## src/rtl/clock_cfg_sequencer_pkg.sv

```systemverilog
// Shared cfg-word bit positions, FSM encodings and source-requirement helpers
// for the cog-clock cfg sequencer.
package clock_cfg_pkg;

  localparam int CFG_RESET      = 7;
  localparam int CFG_PLLENA     = 6;
  localparam int CFG_OSCENA     = 5;
  localparam int CFG_OSCM1      = 4;
  localparam int CFG_OSCM0      = 3;
  localparam int CFG_CLKSEL_MSB = 2;
  localparam int CFG_CLKSEL_LSB = 0;

  typedef logic [1:0] state_t;
  localparam state_t ST_IDLE       = 2'd0;
  localparam state_t ST_RST_PULSE  = 2'd1;
  localparam state_t ST_WAIT_START = 2'd2;
  localparam state_t ST_SETTLE     = 2'd3;

  // CLKSEL 010 runs straight off the crystal oscillator; 011 and up go through the PLL.
  function automatic logic needs_osc(input logic [2:0] clksel);
    return clksel >= 3'b010;
  endfunction

  function automatic logic needs_pll(input logic [2:0] clksel);
    return clksel >= 3'b011;
  endfunction

endpackage

```

## src/rtl/clock_cfg_sequencer_if.sv

```systemverilog
// CLKSET request handshake plus the cfg/status outputs of the sequencer.
interface clock_cfg_sequencer_if;
  logic       req_valid;
  logic [7:0] req_cfg;
  logic       req_ready;
  logic [6:0] cfg;
  logic       busy;
  logic       sw_reset;
  logic       cfg_err;

  modport master (
    output req_valid, req_cfg,
    input  req_ready, cfg, busy, sw_reset, cfg_err
  );

  modport slave (
    input  req_valid, req_cfg,
    output req_ready, cfg, busy, sw_reset, cfg_err
  );
endinterface

```

## src/rtl/clock_cfg_sequencer_delay_counter.sv

```systemverilog
// Loadable down-counter; holds at zero, load takes priority over counting.
module cfg_delay_counter #(
  parameter int CNT_W = 4
) (
  input  logic             clk,
  input  logic             res,
  input  logic             load,
  input  logic [CNT_W-1:0] value,
  output logic             zero
);

  logic [CNT_W-1:0] count;

  always_ff @(posedge clk) begin
    if (res) begin
      count <= '0;
    end else if (load) begin
      count <= value;
    end else if (count != '0) begin
      count <= count - 1'b1;
    end
  end

  assign zero = (count == '0);

endmodule

```

## src/rtl/clock_cfg_sequencer.sv

```systemverilog
// Sequences CLKSET requests onto the 7-bit cog-clock cfg word: enable, wait startup,
// switch, settle, then drop unused enables. Runs on the free-running input clock.
module clock_cfg_sequencer
  import clock_cfg_pkg::*;
#(
  parameter int STARTUP_CYCLES = 1_000_000,
  parameter int SETTLE_CYCLES  = 16384,
  parameter int RESET_CYCLES   = 16,
  parameter int CNT_W = $clog2(((STARTUP_CYCLES > SETTLE_CYCLES)
                                ? ((STARTUP_CYCLES > RESET_CYCLES) ? STARTUP_CYCLES : RESET_CYCLES)
                                : ((SETTLE_CYCLES > RESET_CYCLES) ? SETTLE_CYCLES : RESET_CYCLES)) + 1)
) (
  input  logic                  clk_in,
  input  logic                  res,
  clock_cfg_sequencer_if.slave  bus
);

  localparam logic [CNT_W-1:0] LD_START  = CNT_W'(STARTUP_CYCLES - 1);
  localparam logic [CNT_W-1:0] LD_SETTLE = CNT_W'(SETTLE_CYCLES - 1);
  localparam logic [CNT_W-1:0] LD_RESET  = CNT_W'(RESET_CYCLES - 1);

  state_t           state;
  logic [6:0]       cfg_q;
  logic [6:0]       nxt_q;
  logic             sw_reset_q;
  logic             cfg_err_q;
  logic             ready;
  logic             accept;
  logic [6:0]       req7;
  logic [1:0]       rise;
  logic [1:0]       ena_or;
  logic [2:0]       req_sel;
  logic             req_bad;
  logic             cnt_load;
  logic [CNT_W-1:0] cnt_val;
  logic             cnt_zero;

  assign ready   = (state == ST_IDLE) && !res;
  assign accept  = bus.req_valid && ready;
  assign req7    = bus.req_cfg[6:0];
  assign rise    = req7[CFG_PLLENA:CFG_OSCENA] & ~cfg_q[CFG_PLLENA:CFG_OSCENA];
  assign ena_or  = req7[CFG_PLLENA:CFG_OSCENA] | cfg_q[CFG_PLLENA:CFG_OSCENA];
  assign req_sel = req7[CFG_CLKSEL_MSB:CFG_CLKSEL_LSB];
  assign req_bad = (needs_pll(req_sel) && !(req7[CFG_PLLENA] && req7[CFG_OSCENA]))
                || (needs_osc(req_sel) && !req7[CFG_OSCENA]);

  always_comb begin
    cnt_load = 1'b0;
    cnt_val  = '0;
    case (state)
      ST_IDLE: begin
        if (accept) begin
          if (bus.req_cfg[CFG_RESET]) begin
            cnt_load = 1'b1;
            cnt_val  = LD_RESET;
          end else if (req7 != cfg_q) begin
            cnt_load = 1'b1;
            cnt_val  = (rise != 2'b00) ? LD_START : LD_SETTLE;
          end
        end
      end
      ST_WAIT_START: begin
        if (cnt_zero) begin
          cnt_load = 1'b1;
          cnt_val  = LD_SETTLE;
        end
      end
      default: ;
    endcase
  end

  cfg_delay_counter #(.CNT_W(CNT_W)) u_delay (
    .clk   (clk_in),
    .res   (res),
    .load  (cnt_load),
    .value (cnt_val),
    .zero  (cnt_zero)
  );

  always_ff @(posedge clk_in) begin
    if (res) begin
      state      <= ST_IDLE;
      cfg_q      <= 7'h00;
      nxt_q      <= 7'h00;
      sw_reset_q <= 1'b0;
      cfg_err_q  <= 1'b0;
    end else begin
      cfg_err_q <= 1'b0;
      case (state)
        ST_IDLE: begin
          if (accept) begin
            nxt_q <= req7;
            if (bus.req_cfg[CFG_RESET]) begin
              cfg_q      <= 7'h00;
              sw_reset_q <= 1'b1;
              state      <= ST_RST_PULSE;
            end else begin
              cfg_err_q <= req_bad;
              if (req7 != cfg_q) begin
                // New enables come up first; mode bits go early, the mux only moves once the source is stable.
                if (rise != 2'b00) begin
                  cfg_q <= {ena_or, req7[CFG_OSCM1:CFG_OSCM0], cfg_q[CFG_CLKSEL_MSB:CFG_CLKSEL_LSB]};
                  state <= ST_WAIT_START;
                end else begin
                  cfg_q <= {ena_or, req7[CFG_OSCM1:CFG_CLKSEL_LSB]};
                  state <= ST_SETTLE;
                end
              end
            end
          end
        end
        ST_RST_PULSE: begin
          if (cnt_zero) begin
            sw_reset_q <= 1'b0;
            state      <= ST_IDLE;
          end
        end
        ST_WAIT_START: begin
          if (cnt_zero) begin
            cfg_q <= {cfg_q[CFG_PLLENA:CFG_OSCENA], nxt_q[CFG_OSCM1:CFG_CLKSEL_LSB]};
            state <= ST_SETTLE;
          end
        end
        default: begin
          // Enables no longer wanted are only dropped after the BUFGMUX has moved off them.
          if (cnt_zero) begin
            cfg_q <= nxt_q;
            state <= ST_IDLE;
          end
        end
      endcase
    end
  end

  assign bus.req_ready = ready;
  assign bus.busy      = (state != ST_IDLE);
  assign bus.cfg       = cfg_q;
  assign bus.sw_reset  = sw_reset_q;
  assign bus.cfg_err   = cfg_err_q;

endmodule

```

## src/flat_wrapper.sv

```systemverilog
// flat-port wrapper written by rule: the top's interface ports become plain ports
module clock_cfg_sequencer_flat import clock_cfg_pkg::*;
#(
  parameter int STARTUP_CYCLES = 1_000_000,
  parameter int SETTLE_CYCLES  = 16384,
  parameter int RESET_CYCLES   = 16,
  parameter int CNT_W = $clog2(((STARTUP_CYCLES > SETTLE_CYCLES)
                                ? ((STARTUP_CYCLES > RESET_CYCLES) ? STARTUP_CYCLES : RESET_CYCLES)
                                : ((SETTLE_CYCLES > RESET_CYCLES) ? SETTLE_CYCLES : RESET_CYCLES)) + 1)
)
  (clk_in, res, bus_req_valid, bus_req_cfg, bus_req_ready, bus_cfg, bus_busy, bus_sw_reset, bus_cfg_err);
  clock_cfg_sequencer_if bus_i ();
  input  logic clk_in;
  input  logic res;
  input wire logic [$bits(bus_i.req_valid)-1:0] bus_req_valid;
  input wire logic [$bits(bus_i.req_cfg)-1:0] bus_req_cfg;
  output wire logic [$bits(bus_i.req_ready)-1:0] bus_req_ready;
  output wire logic [$bits(bus_i.cfg)-1:0] bus_cfg;
  output wire logic [$bits(bus_i.busy)-1:0] bus_busy;
  output wire logic [$bits(bus_i.sw_reset)-1:0] bus_sw_reset;
  output wire logic [$bits(bus_i.cfg_err)-1:0] bus_cfg_err;
  assign bus_i.req_valid = bus_req_valid;
  assign bus_i.req_cfg = bus_req_cfg;
  assign bus_req_ready = bus_i.req_ready;
  assign bus_cfg = bus_i.cfg;
  assign bus_busy = bus_i.busy;
  assign bus_sw_reset = bus_i.sw_reset;
  assign bus_cfg_err = bus_i.cfg_err;
  clock_cfg_sequencer #(.STARTUP_CYCLES(STARTUP_CYCLES), .SETTLE_CYCLES(SETTLE_CYCLES), .RESET_CYCLES(RESET_CYCLES), .CNT_W(CNT_W)) u_core (.clk_in(clk_in), .res(res), .bus(bus_i));
endmodule
```

## config.mk

```make
export PLATFORM = sky130hd
export DESIGN_NAME = clock_cfg_sequencer_flat
export DESIGN_NICKNAME = d
export VERILOG_FILES = /design/src/rtl/clock_cfg_sequencer_pkg.sv /design/src/rtl/clock_cfg_sequencer_if.sv /design/src/rtl/clock_cfg_sequencer_delay_counter.sv /design/src/rtl/clock_cfg_sequencer.sv /design/src/flat_wrapper.sv
export SDC_FILE = /design/constraint.sdc
export NUM_CORES = 1
export LEC_CHECK = 0
export ABC_AREA = 1
export CAP_MARGIN = 0
export CORE_MARGIN = 4
export CORE_UTILIZATION = 45
export DETAILED_ROUTE_END_ITERATION = 10
export GPL_TIMING_DRIVEN = 0
export PLACE_DENSITY = 0.72
export SLEW_MARGIN = 10
export SYNTH_ARGS = -nofsm -noshare
export SYNTH_HDL_FRONTEND = slang
export SYNTH_SLANG_ARGS = --single-unit
```

## constraint.sdc

```tcl
create_clock -name clk_in -period 2.18 [get_ports clk_in]
set_input_delay 0.654 -clock clk_in [delete_from_list [all_inputs] [get_ports clk_in]]
set_output_delay 0.654 -clock clk_in [all_outputs]
set_load 0.02 [all_outputs]
```

* Yosys cells after proc, flatten, opt, wreduce, memory -nomap -nowiden *
Index checks and enable logic that the tools add are counted.

word-level totals
  bits in registers = 38
  input bits = 11
  word-level logic and storage cells = 82

cells by class
  $add $sub $neg = 1
  magnitude comparators = 2
  equality and inequality tests = 9
  mux-type cells = 31
  bitwise gates (word level) = 7
  reductions and logical operators = 24

operators with widths
  cell                                                                     count
  20-bit 2-to-1 mux                                                        6
  20-bit case mux with 2 select lines                                      1
  7-bit 2-to-1 mux                                                         4
  7-bit case mux with 3 select lines                                       1
  20-bit logical NOT                                                       1
  20-bit nonzero test                                                      1
  20-bit by 1-bit subtractor with 20-bit output, second input constant     1
  14-bit 2-to-1 mux                                                        1
  2-bit 2-to-1 mux                                                         5
  5-bit AND reduction                                                      2
  2-bit nonzero test                                                       5
  1-bit 2-to-1 mux                                                         8
  4-bit AND reduction                                                      2
  7-bit inequality test                                                    1
  3-bit by 2-bit >= comparator with 1-bit output, second input constant    2
  2-bit by 1-bit inequality test with 1-bit output, second input constant  3
  3-bit inequality test, second input constant                             2
  6-bit AND reduction                                                      1
  1-bit logical AND                                                        5
  5-bit 2-to-1 mux                                                         1
  1-bit NOT                                                                4
  1-bit case mux with 2 select lines                                       2
  2-bit case mux with 2 select lines                                       1
  4-bit OR reduction                                                       1
  other kinds (11)                                                         13

* Longest topological paths before layout *
Gate-level depths: netlist of the first run.

  depth after elaboration = 9
  depth in mapped cells = 12
  depth with buffers taken out = 12

* By module *
A second synthesis of the first run with hierarchy kept.

second synthesis, totals
  cell total of the unflattened synthesis = 362
  area total of the unflattened synthesis = 2454.9 sq um

by module, submodules not included
  module               times used  cells an instance  area each (sq um)
  cfg_delay_counter    1           194                1353.8
  clock_cfg_sequencer  1           168                1101.1

* Least setup slack after synthesis of the first run *
OpenSTA, ideal clock, no wires.

  path kind = input to register
  from = input port bus_req_cfg[5]
  to = register u_core.u_delay.count[10]
  data arrival time = 1.887 ns
  required time = 2.052 ns
  setup slack = 0.165 ns
  cell stages on the path = 12
  buffers on the path = 0
  cells stage by stage = inv_1 ha_1 nor2_1 nand2_1 nor2_1 nand3_1 nand2_1 nand3_2 inv_2 nand2_4 nand2_1 nor2_1

on the way
  longest elaborated chain between the ends = 8

RTL lines
  what                                 line                                     RTL
  start, declared                      flat_wrapper.sv:16                       input wire logic [$bits(bus_i.req_cfg)-1:0] bus_req_cfg;
  2-bit AND                            clock_cfg_sequencer.sv:41                assign rise = req7[CFG_PLLENA:CFG_OSCENA] & ~cfg_q[CFG_PLLENA:CFG_OSCENA];
  2-bit nonzero test                   clock_cfg_sequencer.sv:58                cnt_val = (rise != 2'b00) ? LD_START : LD_SETTLE;
  20-bit 2-to-1 mux                    clock_cfg_sequencer.sv:58
  20-bit 2-to-1 mux                    clock_cfg_sequencer.sv:56                end else if (req7 != cfg_q) begin
  20-bit 2-to-1 mux                    clock_cfg_sequencer.sv:53                if (bus.req_cfg[CFG_RESET]) begin
  20-bit 2-to-1 mux                    clock_cfg_sequencer.sv:52                if (accept) begin
  20-bit case mux with 2 select lines  clock_cfg_sequencer.sv:50                case (state)
  20-bit 2-to-1 mux                    clock_cfg_sequencer_delay_counter.sv:17  end else if (load) begin
  end signal, assigned                 clock_cfg_sequencer_delay_counter.sv:18  count <= value;
  end signal, assigned                 clock_cfg_sequencer_delay_counter.sv:20  count <= count - 1'b1;
  end, declared                        clock_cfg_sequencer_delay_counter.sv:12  logic [CNT_W-1:0] count;

Parallel ways exist; a longest one is shown, timed or not.
A chain may end at the register's enable or synchronous reset.

* Worst setup path in the final report of the first run *
  from = input port bus_req_cfg[1]
  to = register u_core.u_delay.count[8]

on the way
  longest elaborated chain between the ends = 6

RTL lines
  what                                                                                       line
  7-bit inequality test *                                                                    clock_cfg_sequencer.sv:56
  20-bit 2-to-1 mux or 1-bit 2-to-1 mux (tied branches)                                      clock_cfg_sequencer.sv:56
  20-bit 2-to-1 mux or 1-bit 2-to-1 mux (tied branches)                                      clock_cfg_sequencer.sv:53
  20-bit 2-to-1 mux or 1-bit 2-to-1 mux (tied branches)                                      clock_cfg_sequencer.sv:52
  20-bit case mux with 2 select lines or 1-bit case mux with 2 select lines (tied branches)  clock_cfg_sequencer.sv:50
  20-bit 2-to-1 mux or 2-bit nonzero test (tied branches)                                    n/a

Every way passes the cells marked *; elsewhere a longest branch is shown, timed or not.

==> results_dict.tcl, run 1 <==
set metrics [dict create \
    startpoint_type "primary input" \
    synth-xor-area-share 0.0401 \
    worst_pin_slew_ps 531 \
    worstPathArrival_ps 2170 \
    drive_above_1_share 0.130 \
    rows 26 \
    antenna_left 0 \
    rsz0062_at_grt "false" \
    syn_area_per_cell_um2 6.42 \
    synth_edf_count 0 \
    grt_pass1_wl_um 9520 \
    async_reset_ff_frac 0 \
    finalHoldViolCount 0 \
    r2r_start "u_core.u_delay.count[0]" \
    synth_flop_cell "dfxtp_1" \
    totalWireLength_um 5430 \
    dp_slack_ps -716 \
    setup_viol 0 \
    hpwlAfterDp_um 4120 \
    cts_buffer_depth 2 \
    gp_congestion 0.880 \
    final_cells 477 \
    yosys_warnings 0 \
    synthTopCellsByArea "dfxtp_1, nand2_1, nor2_1, inv_1, nand3_1" \
    dp.cells 465 \
    insertion_delay_ps 290 \
    maxSlewViolCount 0 \
    netlist_instances 374 \
    final_core_util 0.556 \
    postLayoutSetupSlackWorst_ps 178 \
    synth_top_family_by_area "simple AND/OR/NAND/NOR gates" \
    rr_endpoint "u_core.u_delay.count[9]" \
    p_leak_nw 1.41 \
    cts_tree "done" \
    syn_nets 391 \
    dieArea_um2 6570 \
    pwr-share-clk 0.138 \
    drc 0 \
    core_region_area_um2 5140 \
    cts_sinks 38 \
    htreeDepth 2 \
    pwr-share-comb 0.571 \
    gr-total-overflow 0 \
    whs_ps 488 \
    grtUsageTotal 0.183 \
    maxCapViolations 0 \
    finish.instance_area_um2 2860 \
    syn2layout_area_growth_pct 19.0 \
    yosys.area.top_type "dfxtp_1" \
    relSlewSlack 0.646 \
    fmax_ghz 0.499 \
    vias_per_cell 4.82 \
    io_buffers 21 \
    p_per_area_nw_per_um2 1280 \
    ir_worst_vdd_mv 0.504 \
    start_util 0.467 \
    dr.pass1.iters 6 \
    ys_seq_area_frac 0.317 \
    seqPwrFrac 0.291 \
    hold_buffers 0 \
    switching_share 0.469 \
    diodes 0 \
    synth_common_cells "nand2_1, nor2_1, inv_1" \
    synth-seq-cells 38 \
    hold_depth 2 \
    cp-end-kind "flop" \
    synth_cell_types 35 \
    grt_antenna_before_repair 0 \
    yosys.area_share.simple 0.455 \
    reg2regPathDepth 10 \
    place_area_um2 2700 \
    skew_ps 2.24 \
    worstHoldEndpoint "u_core.bus.sw_reset" \
    grt_pass1_vias 2183 \
    rrSetupSlack_ps 390 \
    route.vias.total 2297 \
    synth_compound_area_frac 0.0688 \
    die_h_um 81.0 \
    dr.first_iter.drc_count 100 \
    wl_per_cell_um 11.4 \
    internal_power_w 0.00194 \
    cts_root_buf "clkbuf_8" \
    yosysMostFrequentCell "nand2_1" \
    mappedNetlistArea_um2 2400 \
    status "completed" \
    synth_fa_ha_area_frac 0.0313 \
    numCtsBuffers 5 \
    min_period_ps 2000 \
    die_x_um 81.0 \
    ioPinCount 22 \
    hp-class "flop to flop" \
    critPathMaxFanout 10 \
    period_share 0.919 \
    required_ps 2350 \
    p_sw_w 0.00171 \
    clk_pin_slew_ps 70 \
    synth.area.mux_share 0 \
    nets 423 \
    synth_top_area_share 0.317 \
    worstHoldStart "u_core.bus.sw_reset" \
    grt_max_degree 12 \
    crit_type "primary input to flop" \
]
==> layout make-up <==
| class | count | area [µm²] |
|---|---|---|
| clock buffers | 7 | 86.3 |
| inverters | 50 | 193 |
| flip-flops and latches | 38 | 761 |
| well taps | 70 | 87.6 |
| repair buffers | 25 | 238 |
| clock inverters | 1 | 5.00 |
| fillers | 533 | 2280 |
| plain buffers | 5 | 26.3 |
| multi-input cells | 281 | 1460 |
==> cells by family after synthesis <==
group                    Yosys count
AO/OA/AOI/OAI                     29
AND/OR/NAND/NOR                  235
adder cells (fa/ha/maj)            6
buffers and inverters             55
XOR/XNOR                          11
flip-flops                        38
==> metal layers <==
metal | up-vias | global-route usage | routed length [µm]
li1 | 1232 | - | -
met1 | 1026 | 0.239 | 2560
met2 | 33 | 0.306 | 2570
met3 | 6 | 0.0366 | 233
met4 | 0 | 0.0456 | 64
met5 | - | 0 | 0
==> critical path, stage by stage <==
cell and delay (ps):
clkdlybuf4s50_1 520, inv_2 60, nand2_1 50, nand2_1 50
nor2_2 180, nand3_2 120, nand2_2 110, nand3_4 110
inv_4 90, nand2_4 90, nand2_1 90, nor2_1 40
==> flip-flops by register name, indices dropped and copies added, names as in the netlist <==
register / cells
u_core.u_delay.count: 20
u_core.bus.cfg: 7
u_core.nxt_q: 7
u_core.state: 2
u_core.bus.cfg_err: 1
u_core.bus.sw_reset: 1
==> stage by stage <==
stage	power (W)	TNS (ps)
floorplan	0.00272	0
global placement	0.00308	-16040
detailed placement	0.00311	-16810
CTS	0.00366	0
global route	0.00404	0
finish	0.00365	0
==> timing repair <==
action	in CTS	in global routing
setup endpoints to repair	30	27
pin swaps	2	1
gates resized for setup	18	7
buffers inserted	3	1
==> cells in the final DEF, fill, tap and decap left out, drive strengths merged <==
cell	instances
nand2	107
nor2	85
inv	48
dfxtp	38
nand3	31
clkdlybuf4s50	16
o21ai	14
clkbuf	12
xor2	8
buf	7
a21oi	6
ha	6
a22oi	5
nand4	5
xnor2	3
nand3b	3
clkinv	3
o22ai	2
dlygate4sd2	2
and3	1
a221oi	1
or2	1
nor3	1
nor4b	1
a31oi	1
==> worst max-delay path by stage <==
stage	slack (ps)	cells after the start	startpoint	to
2_1_floorplan	170	12	bus_req_cfg[5]	u_core.u_delay.count[10]
3_3_place_gp	-700	13	bus_req_cfg[6]	u_core.u_delay.count[9]
3_5_place_dp	-720	13	bus_req_cfg[6]	u_core.u_delay.count[9]
4_1_cts	90	13	bus_req_cfg[6]	u_core.u_delay.count[9]
5_1_grt	0.09	12	bus_req_cfg[1]	u_core.u_delay.count[16]
6_report	180	12	bus_req_cfg[1]	u_core.u_delay.count[8]
==> power by group through the flow <==
stage	combinational, W	clock, W	sequential [W]
finish	0.00208	0.000503	0.00106
detailed placement	0.00204	0	0.00107
floorplan	0.00166	0	0.00106
global placement	0.00201	0	0.00107
global route	0.00241	0.000540	0.00109
CTS	0.00208	0.000519	0.00106
Note: power is estimated with default switching activity, not from simulation.
==> run 2: changes to the inputs <==
- MAX_ROUTING_LAYER: not set -> met4
==> run 2 against run 1 <==
Net effect: clock skew barely moved; worst hold slack improved by 1.4 ps; sequential share of layout area stayed put; combinational power about the same; sequential cell count unchanged; non-clock buffer count stayed put; utilization did not move; design area unchanged; global-route usage grew 0.52 points.
==> results_dict.tcl, run 2 (synthesized netlist as in run 1, its figures left out) <==
set metrics [dict create \
    status "completed" \
    skew_ps 2.74 \
    dp_slack_ps -716 \
    p_leak_nw 1.41 \
    vias_per_cell 4.83 \
    grt_pass1_vias 2183 \
    postLayoutSetupSlackWorst_ps 180 \
    htreeDepth 2 \
    insertion_delay_ps 290 \
    place_area_um2 2700 \
    finish.instance_area_um2 2860 \
    path_delay_family "simple AND/OR/NAND/NOR gates" \
    cp-end-kind "flop" \
    cts_root_buf "clkbuf_8" \
    numCtsBuffers 5 \
    crit_path_top_delay_cell "clkdlybuf4s50_1" \
    nets 423 \
    gr-total-overflow 0 \
    fmax_ghz 0.500 \
    diodes 0 \
    p_per_area_nw_per_um2 1280 \
    maxSlewViolCount 0 \
    rsz0062_at_grt "false" \
    hp-class "flop to flop" \
    worst_pin_slew_ps 537 \
    wl_per_cell_um 11.4 \
    grt_antenna_before_repair 0 \
    ir_worst_vdd_mv 0.504 \
    grt_max_degree 12 \
    drive_above_1_share 0.130 \
    startpoint_type "primary input" \
    gp_congestion 0.895 \
    finalHoldViolCount 0 \
    cts_buffer_depth 2 \
    cts_tree "done" \
    grtUsageTotal 0.188 \
    rows 26 \
    period_share 0.918 \
    route.vias.total 2302 \
    totalWireLength_um 5440 \
    crit_top_cell "nand2_1" \
    required_ps 2350 \
    hpwlAfterDp_um 4120 \
    regMostFlops "u_core.u_delay.count" \
    antenna_left 0 \
    setup_viol 0 \
    core_region_area_um2 5140 \
    die_x_um 81.0 \
    relSlewSlack 0.642 \
    dr.pass1.iters 4 \
    p_total_w 0.00365 \
    crit_buf_inv 3 \
    critPathMaxFanout 10 \
    grt_pass1_wl_um 9520 \
    start_util 0.467 \
    min_period_ps 2000 \
    drc 0 \
    crit_type "primary input to flop" \
    io_buffers 21 \
    syn2layout_area_growth_pct 19.0 \
    maxCapViolations 0 \
    hold_buffers 0 \
    critical_path.cell_chain "clkdlybuf4s50_1 -> inv_2 -> nand2_1 -> nand2_1 -> nor2_2 -> nand3_2 -> nand2_2 -> nand3_4 -> inv_4 -> nand2_4 -> nand2_1 -> nor2_1" \
    dieArea_um2 6570 \
    die_h_um 81.0 \
    largest_reg_flops 20 \
    worstPathArrival_ps 2170 \
    slowest_delay_ps 520 \
    dr.first_iter.drc_count 92 \
    n_fill_cell 533 \
    clk_pin_slew_ps 70 \
    ioPinCount 22 \
    final_cell_mix "nand2_1, nor2_1, inv_1, dfxtp_1, nand3_1" \
    final_common_cell "nand2_1" \
    cts_sinks 38 \
]
## run 2: power breakdown
part / internal [W] / switching, W / leakage [nW]
Clock: 0.000255 / 0.000250 / 0.0482
Combinational: 0.000792 / 0.00129 / 1.05
Sequential: 0.000890 / 0.000173 / 0.312
## run 2: per-layer routing
metal	track usage	up-vias	share of wire	wire length (µm)
met3	0.0366	10	0.037	203
met5	-	-	0	0
met1	0.239	1032	0.48	2610
met4	0.0456	0	0.013	72
li1	-	1232	-	-
met2	0.306	28	0.47	2560
## run 2: final cells by class
class,instances,area (µm²),share of cell area
clock inverter,1,5.00,0.00175
sequential,38,761,0.266
inverter,50,193,0.0675
buffer,5,26.3,0.00920
tap,70,87.6,0.0307
clock buffer,7,86.3,0.0302
multi-input combinational,281,1460,0.511
timing repair buffer,25,238,0.0833
## run 2: what timing repair did
action / in CTS / in global routing
buffers inserted: 3 / 1
cloned: 0 / 0
gates resized for setup: 18 / 7
pin swaps: 2 / 1
setup endpoints to repair: 30 / 27
## run 2: worst paths after layout
| kind | from | to | depth (start not counted) | slack [ps] |
|---|---|---|---|---|
| worst max-delay path | bus_req_cfg[1] | u_core.u_delay.count[8] | 12 | 180 |
| worst min-delay path | u_core.bus.sw_reset | u_core.bus.sw_reset | 2 | 490 |
| worst min register to register | u_core.bus.sw_reset | u_core.bus.sw_reset | 2 | 490 |
| worst max register to register | u_core.u_delay.count[0] | u_core.u_delay.count[9] | 10 | 390 |
## run 2: worst min-delay path, stage by stage, from the launching register on
cell and delay [ps]:
dfxtp_1 320, inv_1 50, a221oi_1 70
## run 2: through the flow
| step | hold WS (ps) | utilization | cells | TNS [ps] |
|---|---|---|---|---|
| 3_3_place_gp | 464 | 0.525 | 465 | -16040 |
| 6_report | 489 | 0.556 | 477 | 0 |
| 5_1_grt | 505 | 0.556 | 477 | 0 |
| 3_5_place_dp | 474 | 0.525 | 465 | -16810 |
| 4_1_cts | 491 | 0.554 | 476 | 0 |
| 2_1_floorplan | 453 | - | 374 | 0 |
==> run 3: changes to the inputs <==
- CORE_UTILIZATION: 45 -> 57
- PLACE_DENSITY: 0.72 -> 0.86
==> run 3 against run 2 <==
Net effect: sequential power about the same; total power increased by 0.66%; global-route usage grew 4.9 points; non-clock buffer count is 1 lower; critical path depth unchanged; count of clock-buffer cells in the layout is 1 lower; sequential cell count unchanged; critical endpoint is now u_core.u_delay.count[9]; utilization grew 14 points.
==> results_dict.tcl, run 3 (synthesized netlist as in run 1, its figures left out) <==
set metrics [dict create \
    status "completed" \
    rr_endpoint "u_core.u_delay.count[7]" \
    worst_pin_slew_ps 526 \
    required_ps 2350 \
    grt_pass1_wl_um 9620 \
    cts_tree "done" \
    final_cell_mix "nand2_1, nor2_1, inv_1, dfxtp_1, nand3_1" \
    cp-end-kind "flop" \
    p_leak_nw 1.40 \
    finalHoldViolCount 0 \
    dieArea_um2 5310 \
    grtUsageTotal 0.237 \
    gp_congestion 0.913 \
    diodes 0 \
    final_common_cell "nand2_1" \
    skew_ps 5.09 \
    r2r_start "u_core.u_delay.count[0]" \
    hp-class "flop to flop" \
    drc 0 \
    drive_above_1_share 0.126 \
    insertion_delay_ps 290 \
    ioPinCount 22 \
    die_h_um 72.9 \
    cts_sinks 38 \
    maxSlewViolCount 0 \
    numCtsBuffers 5 \
    core_region_area_um2 4030 \
    whs_ps 490 \
    crit_type "primary input to flop" \
    antenna_left 0 \
    min_period_ps 2030 \
    path_delay_family "simple AND/OR/NAND/NOR gates" \
    grt_antenna_before_repair 0 \
    fmax_ghz 0.492 \
    crit_top_cell "nand2_1" \
    critical_path.cell_chain "clkdlybuf4s50_1 -> inv_2 -> nand2_1 -> nand2_1 -> nor2_2 -> nand3_2 -> nand2_2 -> nand3_4 -> inv_4 -> nand2_4 -> nand2_1 -> nor2_1" \
    startpoint_type "primary input" \
    p_per_area_nw_per_um2 1300 \
    grt_max_degree 11 \
    critPathMaxFanout 10 \
    rows 23 \
    dp_slack_ps -765 \
    largest_reg_flops 20 \
    dr.pass1.iters 4 \
    grt_pass1_vias 2218 \
    ir_worst_vdd_mv 0.676 \
    endpoint "u_core.u_delay.count[9]" \
    rsz0062_at_grt "false" \
    dr.first_iter.drc_count 192 \
    period_share 0.933 \
    worstPathArrival_ps 2200 \
    route.vias.total 2434 \
    setup_viol 0 \
    vias_per_cell 5.36 \
    crit_path_top_delay_cell "clkdlybuf4s50_1" \
    cts_root_buf "clkbuf_8" \
    totalWireLength_um 5680 \
    startpoint "bus_req_cfg[1]" \
    maxCapViolations 0 \
    postLayoutSetupSlackWorst_ps 146 \
    relSlewSlack 0.650 \
    io_buffers 21 \
    p_total_w 0.00368 \
    slowest_delay_ps 530 \
    rrSetupSlack_ps 300 \
    crit_buf_inv 3 \
    nets 422 \
    htreeDepth 2 \
    regMostFlops "u_core.u_delay.count" \
    hpwlAfterDp_um 4220 \
    syn2layout_area_growth_pct 17.6 \
    start_util 0.596 \
    die_x_um 72.9 \
    gr-total-overflow 0 \
    clk_pin_slew_ps 70 \
    reg2regPathDepth 10 \
    cts_buffer_depth 2 \
    cp.depth 12 \
    wl_per_cell_um 12.5 \
]
run 3: how the worst min path moves through the flow:
stage                              from                  end  slack [ps]  cells past startpoint
global route            u_core.nxt_q[1]      u_core.nxt_q[1]         510                      2
detailed placement      u_core.nxt_q[4]      u_core.nxt_q[4]         480                      2
finish              u_core.bus.sw_reset  u_core.bus.sw_reset         490                      2
CTS                     u_core.nxt_q[0]      u_core.nxt_q[0]         490                      2
global placement        u_core.nxt_q[0]      u_core.nxt_q[0]         460                      2
floorplan               u_core.nxt_q[0]      u_core.nxt_q[0]         450                      2
run 3: layout make-up:
class | instances | area, µm²
multi-input combinational | 281 | 1460
fill | 339 | 1210
sequential | 38 | 761
timing repair buffer | 24 | 235
inverter | 50 | 193
clock buffer | 6 | 82.6
tap | 50 | 62.6
buffer | 5 | 26.3
run 3: report_power, final:
part / internal [W] / switching (W)
Clock: 0.000244 / 0.000238
Combinational: 0.000795 / 0.00134
Sequential: 0.000890 / 0.000169
Total: 0.00193 / 0.00175
run 3: worst min-delay path, stage by stage, from the launching register on:
cell	delay [ps]
dfxtp_1	320
inv_1	50
a221oi_1	70
run 3: what timing repair did:
action,4_1_cts,5_1_grt
buffers inserted,3,0
resized for setup,18,7
hold buffers,0,0
setup endpoints to repair,31,25
pin swaps,2,3
run 3: layer usage:
layer | global-route usage | part of all wire
met4 | 0.0615 | 0.013
met5 | - | 0
met2 | 0.408 | 0.49
met3 | 0.0496 | 0.047
met1 | 0.280 | 0.44
run 3: stage by stage:
step / instances / setup TNS, ps / area [µm²] / util
2_1_floorplan: 374 / 0 / 2400 / -
3_3_place_gp: 445 / -15190 / 2670 / 0.663
3_5_place_dp: 445 / -17770 / 2670 / 0.663
4_1_cts: 454 / 0 / 2820 / 0.699
5_1_grt: 454 / 0 / 2820 / 0.700
6_report: 454 / 0 / 2820 / 0.700
